==> config.mk <==
export PLATFORM = sky130hd
export DESIGN_NAME = gfx256_read_arbiter
export DESIGN_NICKNAME = d
export VERILOG_FILES = /design/src/rtl/gfx256_pkg.sv /design/src/rtl/gfx256_rr_pick.sv /design/src/rtl/gfx256_read_arbiter.sv
export SDC_FILE = /design/constraint.sdc
export NUM_CORES = 1
export LEC_CHECK = 0
export CORE_AREA = 3 3 302 304
export CTS_BUF_LIST = sky130_fd_sc_hd__clkbuf_2
export DETAILED_ROUTE_END_ITERATION = 8
export DIE_AREA = 0 0 305 307
export SYNTH_ARGS = -nofsm -noshare
export SYNTH_HDL_FRONTEND = slang
export SYNTH_HIERARCHICAL = 1
export SYNTH_SLANG_ARGS = --single-unit
==> constraint.sdc <==
create_clock -name clk_i -period 3.7 [get_ports clk_i]
set_clock_uncertainty 0.05 [all_clocks]
set_input_delay 0.37 -clock clk_i [delete_from_list [all_inputs] [get_ports clk_i]]
set_output_delay 0.37 -clock clk_i [all_outputs]
set_load 0.02 [all_outputs]
==> src/rtl/gfx256_pkg.sv <==
// Shared types and the round-robin search used by the gfx256 read arbiter.
package gfx256_pkg;

    typedef enum logic [1:0] {
        ST_IDLE = 2'd0,
        ST_BUS  = 2'd1,
        ST_DONE = 2'd2
    } arb_state_t;

    localparam int          RR_MAX    = 32;
    localparam int          RR_IW     = 5;
    localparam logic [31:0] SEL_RESET = 32'hFFFF_FFFF;

    // First requester at or after (last+1) mod n, wrapping; returns last when none is pending.
    function automatic int unsigned rr_next(input logic [RR_MAX-1:0] req,
                                            input int unsigned       last,
                                            input int unsigned       n);
        int unsigned idx;
        logic        found;
        rr_next = last;
        found   = 1'b0;
        for (int unsigned k = 1; k <= RR_MAX; k++) begin
            if (!found && (k <= n)) begin
                idx = last + k;
                if (idx >= n) begin
                    idx = idx - n;
                end
                if (req[idx[RR_IW-1:0]]) begin
                    rr_next = idx;
                    found   = 1'b1;
                end
            end
        end
    endfunction

endpackage

==> src/rtl/gfx256_rr_pick.sv <==
// Combinational round-robin winner finder over NREQ request lines.
module gfx256_rr_pick
    import gfx256_pkg::*;
#(
    parameter int NREQ = 3,
    parameter int GW   = 2
) (
    input  logic [NREQ-1:0] req,
    input  logic [GW-1:0]   last,
    output logic            valid,
    output logic [GW-1:0]   winner
);

    logic [RR_MAX-1:0] req_ext;

    always_comb begin
        req_ext             = '0;
        req_ext[NREQ-1:0]   = req;
        valid               = |req;
        winner              = GW'(rr_next(req_ext, 32'(last), $unsigned(NREQ)));
    end

endmodule

==> src/rtl/gfx256_read_arbiter.sv <==
// Round-robin arbiter sharing one wishbone reader between the texture, blender and depth units.
module gfx256_read_arbiter
    import gfx256_pkg::*;
#(
    parameter int MDW  = 256,
    parameter int NREQ = 3
) (
    input  logic              clk_i,
    input  logic              rst_i,
    input  logic [NREQ-1:0]   req_i,
    input  logic [32*NREQ-1:0] addr_i,
    input  logic [32*NREQ-1:0] sel_i,
    output logic [NREQ-1:0]   ack_o,
    output logic [MDW-1:0]    data_o,
    output logic [NREQ-1:0]   busy_o,
    input  logic              wbm_busy_i,
    output logic              m_request_o,
    output logic [31:0]       m_addr_o,
    output logic [31:0]       m_sel_o,
    input  logic              m_ack_i,
    input  logic [MDW-1:0]    m_data_i
);

    localparam int            GW         = (NREQ > 1) ? $clog2(NREQ) : 1;
    localparam logic [GW-1:0] LAST_RESET = GW'(NREQ - 1);

    arb_state_t      state;
    arb_state_t      state_nxt;
    logic [GW-1:0]   grant;
    logic [GW-1:0]   last_grant;
    logic [GW-1:0]   pick;
    logic            pick_valid;
    logic            start;
    logic            finish;
    logic [NREQ-1:0] ack_onehot;

    gfx256_rr_pick #(
        .NREQ (NREQ),
        .GW   (GW)
    ) u_pick (
        .req    (req_i),
        .last   (last_grant),
        .valid  (pick_valid),
        .winner (pick)
    );

    always_ff @(posedge clk_i) begin
        if (rst_i) begin
            state <= ST_IDLE;
        end else begin
            state <= state_nxt;
        end
    end

    // DONE is a one-cycle gap so a requester still holding req_i after its ack is not re-granted.
    always_comb begin
        state_nxt = ST_IDLE;
        start     = 1'b0;
        finish    = 1'b0;
        case (state)
            ST_IDLE: begin
                if (pick_valid && !wbm_busy_i) begin
                    start     = 1'b1;
                    state_nxt = ST_BUS;
                end
            end
            ST_BUS: begin
                if (m_ack_i) begin
                    finish    = 1'b1;
                    state_nxt = ST_DONE;
                end else begin
                    state_nxt = ST_BUS;
                end
            end
            ST_DONE: state_nxt = ST_IDLE;
            default: state_nxt = ST_IDLE;
        endcase
    end

    assign ack_onehot = NREQ'(1) << grant;

    always_ff @(posedge clk_i) begin
        if (rst_i) begin
            m_request_o <= 1'b0;
            m_addr_o    <= '0;
            m_sel_o     <= SEL_RESET;
            ack_o       <= '0;
            data_o      <= '0;
            grant       <= '0;
            last_grant  <= LAST_RESET;
        end else begin
            ack_o <= '0;
            if (start) begin
                grant       <= pick;
                m_request_o <= 1'b1;
                m_addr_o    <= addr_i[32*int'(pick) +: 32];
                m_sel_o     <= sel_i[32*int'(pick) +: 32];
            end
            if (finish) begin
                data_o      <= m_data_i;
                ack_o       <= ack_onehot;
                m_request_o <= 1'b0;
                last_grant  <= grant;
            end
        end
    end

    always_comb begin
        for (int i = 0; i < NREQ; i++) begin
            busy_o[i] = (state != ST_IDLE) && (grant != GW'(i));
        end
    end

    ack_onehot0_a: assert property (@(posedge clk_i) disable iff (rst_i) $onehot0(ack_o));

endmodule

==> impl_results.md <==
- Post-Syn Instances: 1009
- Synth Warn #: 6
- Reg2reg start: last_grant[0]
- Reg2Reg Depth: 11
- Synth Net Count: 1470
- Layout Cells excl Fill: 3622
- Max Freq: 0.2868 GHz
- PostCTS Resize Cnt: 0
- RSZ-0062 raised after global routing: no
- WS Path Type: reg2reg
- Clock Pin Slew Worst Setup and Hold Paths: 90 ps
- PD cells: 332.4 nW/µm²
- Via count: 14300
- Worst VDD drop: 0.2051 mV
- Critical Path Source: last_grant[0]
- CP startpoint kind: flop
- Crit-path max FO: 43
- Port bufs: 781
- GRT Total Usage: 0.1483
- FP Rows: 109
- Drt initial violations: 784
- Setup violators final: 0
- Crit end category: flop
- Fillers: 8901
- Hold Buf Count CTS: 564
- Clock Sinks: 330
- Required @ worst endpoint: 4580 ps
- Worst-Skew Late Latency: 1150 ps
- Drt pass-1 iters: 5
- Hold path depth: 7
- Area Growth Syn to Fin: 129.6%
- Final net count: 2843
- Synthesized area: 12020 µm²
- Cts bufs inserted: 95
- Syn Area/Cell: 11.91 µm²
- Leak pwr: 10.86 nW
- Netlist cell types: 37
- Initial antenna violation count: 24
- Number of post-CTS setup repair buffers: 0
- Residual DRC count: 0
- Final slew viol count: 0
- Dominant synthesized flop cell: dfxtp_1
- Htree depth: 3
- Die height: 307 µm
- Die X: 305 µm
- Max Root-Sink Buffers: 3
- Worst-Margin Slew: 1026 ps
- Vias in the first global route: 15520
- Sequential share of the synthesized area: 0.5495
- DRT Wirelength: 72050 µm
- CTS tree: built
- Post-route ant nets: 0
- I/O pin count: 782
- WL per Instance: 19.89 µm
- Final Hold Viols: 0
- Most frequent cells in the layout: clkdlybuf4s50_1 (780), dlygate4sd3_1 (564), dfxtp_1 (330)
- Layout cell share with drive strength beyond 1: 0.1164
- Max transition margin: 0.3162
- Gp weighted congestion: 0.7778
- Pin count of the biggest net entering global routing: 95
- Final worst path period need: 3486 ps
- Initial Utilization: 0.1358
- First-pass GRT wire length: 104700 µm
- Max-cap viol count: 0
- FF+latch count, synth: 330
- Yosys top cell by area: dfxtp_1
- Worst endpoint data arrival time: 4370 ps
- Die Area: 93640 µm²
- Post-synth EDFFs: 0
- Fin crit share: 0.9423
- Grt ovf: 0
- Setup TNS: 0 ps
- Synth top area share: 0.5495
- HP Start: req_i[1]
- Vias per cell: 3.948
- Top post-synthesis cells by area: dfxtp_1 (55%), a22o_1 (19%), mux2_2 (6.0%), a221oi_2 (4.9%), nor2_1 (2.0%)
- FFs w/ async S/R, synth: 0
- CTS root buf: clkbuf_2
- Dpl cells: 2886
- Min-Delay Path Class: in2reg
- Outcome: finished clean
- DPL Wire Length: 49250 µm
- Most common cell after layout, fill and taps aside: clkdlybuf4s50_1
- Total core area: 88510 µm²
==> synth_stat cells, drive strengths merged (2+ instances only) <==
cell,count
a21oi,7
a221oi,65
a22o,257
a22oi,2
buf,72
clkbuf,26
dfxtp,330
ha,6
inv,12
mux2,64
mux2i,3
nand2,10
nand2b,2
nor2,65
nor2b,2
nor3,36
o211ai,2
o21ai,3
o21bai,32
or3,2
==> report_power, final <==
group | switching, mW | total, mW | internal [mW] | leakage (nW)
Sequential | 0.120 | 3.86 | 3.74 | 2.69
Clock | 1.68 | 2.72 | 1.04 | 0.615
Combinational | 1.12 | 2.60 | 1.48 | 7.56
Total | 2.92 | 9.18 | 6.26 | 10.9
==> kinds of logic (layout without fill, tap and decap cells) <==
kind of cell / count (synthesis) / after routing / share of synthesized area
muxes: 67 / 67 / 0.06245
xor gates and xnor gates: 1 / 1 / 0.0007287
other: 0 / 17 / 0
adders and majority gates: 6 / 6 / 0.006245
DFF: 330 / 330 / 0.5495
buffers and inverters: 110 / 1541 / 0.04954
and+or+nand+nor: 121 / 121 / 0.04486
AOI/OAI and AO/OA: 374 / 374 / 0.2866
==> worst paths after layout <==
| check | end | slack [ps] |
|---|---|---|
| max | m_sel_o[10] | 210 |
| min reg2reg | data_o[135] | 440 |
| max reg2reg | m_sel_o[10] | 210 |
| min | grant[1] | 330 |
==> through the flow <==
| stage | instance area (µm²) | worst slack (ps) | power [mW] | utilization | hold WS [ps] |
|---|---|---|---|---|---|
| 2_1_floorplan | 12020 | 610.1 | 4.848 | - | 417.8 |
| 3_3_place_gp | 21120 | 337.9 | 6.023 | 0.2386 | 399.9 |
| 3_5_place_dp | 21120 | 304.3 | 6.024 | 0.2386 | 412.5 |
| 4_1_cts | 27560 | 183.1 | 9.361 | 0.3114 | 25.64 |
| 5_1_grt | 27580 | 4.251 | 9.695 | 0.3116 | 52.49 |
| 6_report | 27600 | 213.6 | 9.175 | 0.3118 | 331.7 |
==> state kept, by name (all words and copies together), names as in the netlist <==
| name | count |
|---|---|
| m_request_o | 1 |
| state | 2 |
| last_grant | 2 |
| grant | 2 |
| ack_o | 3 |
| m_sel_o | 32 |
| data_o | 256 |
| m_addr_o | 32 |
==> layout make-up <==
cell class / instances / area [µm²] / share of cell area
Antenna cell: 17 / 42.54 / 0.001541
Clock buffer: 134 / 670.6 / 0.02430
Clock inverter: 21 / 126.4 / 0.004578
Inverter: 12 / 52.55 / 0.001904
Multi-Input combinational cell: 569 / 4857 / 0.1760
Sequential cell: 330 / 6606 / 0.2393
Tap cell: 1165 / 1458 / 0.05281
Timing Repair Buffer: 1374 / 13790 / 0.4995
==> routing by layer <==
| layer | vias to the layer above | track usage | routed length [µm] |
|---|---|---|---|
| met4 | 2 | 0.05137 | 2238 |
| met2 | 689 | 0.2554 | 35020 |
| li1 | 6697 | - | - |
| met1 | 6772 | 0.1641 | 27900 |
| met3 | 138 | 0.06253 | 6870 |
| met5 | - | 0 | 13 |
==> worst max-delay path, cell delays in order (launching register included) <==
cell	delay [ps]
dfxtp_1	490
inv_1	170
ha_1	580
nand2_1	150
a22oi_1	160
o21ai_0	150
mux2i_1	180
mux2i_4	300
buf_12	280
mux2_2	380
a221oi_2	220
o21bai_1	110
Power figures use the tool's default switching activity.
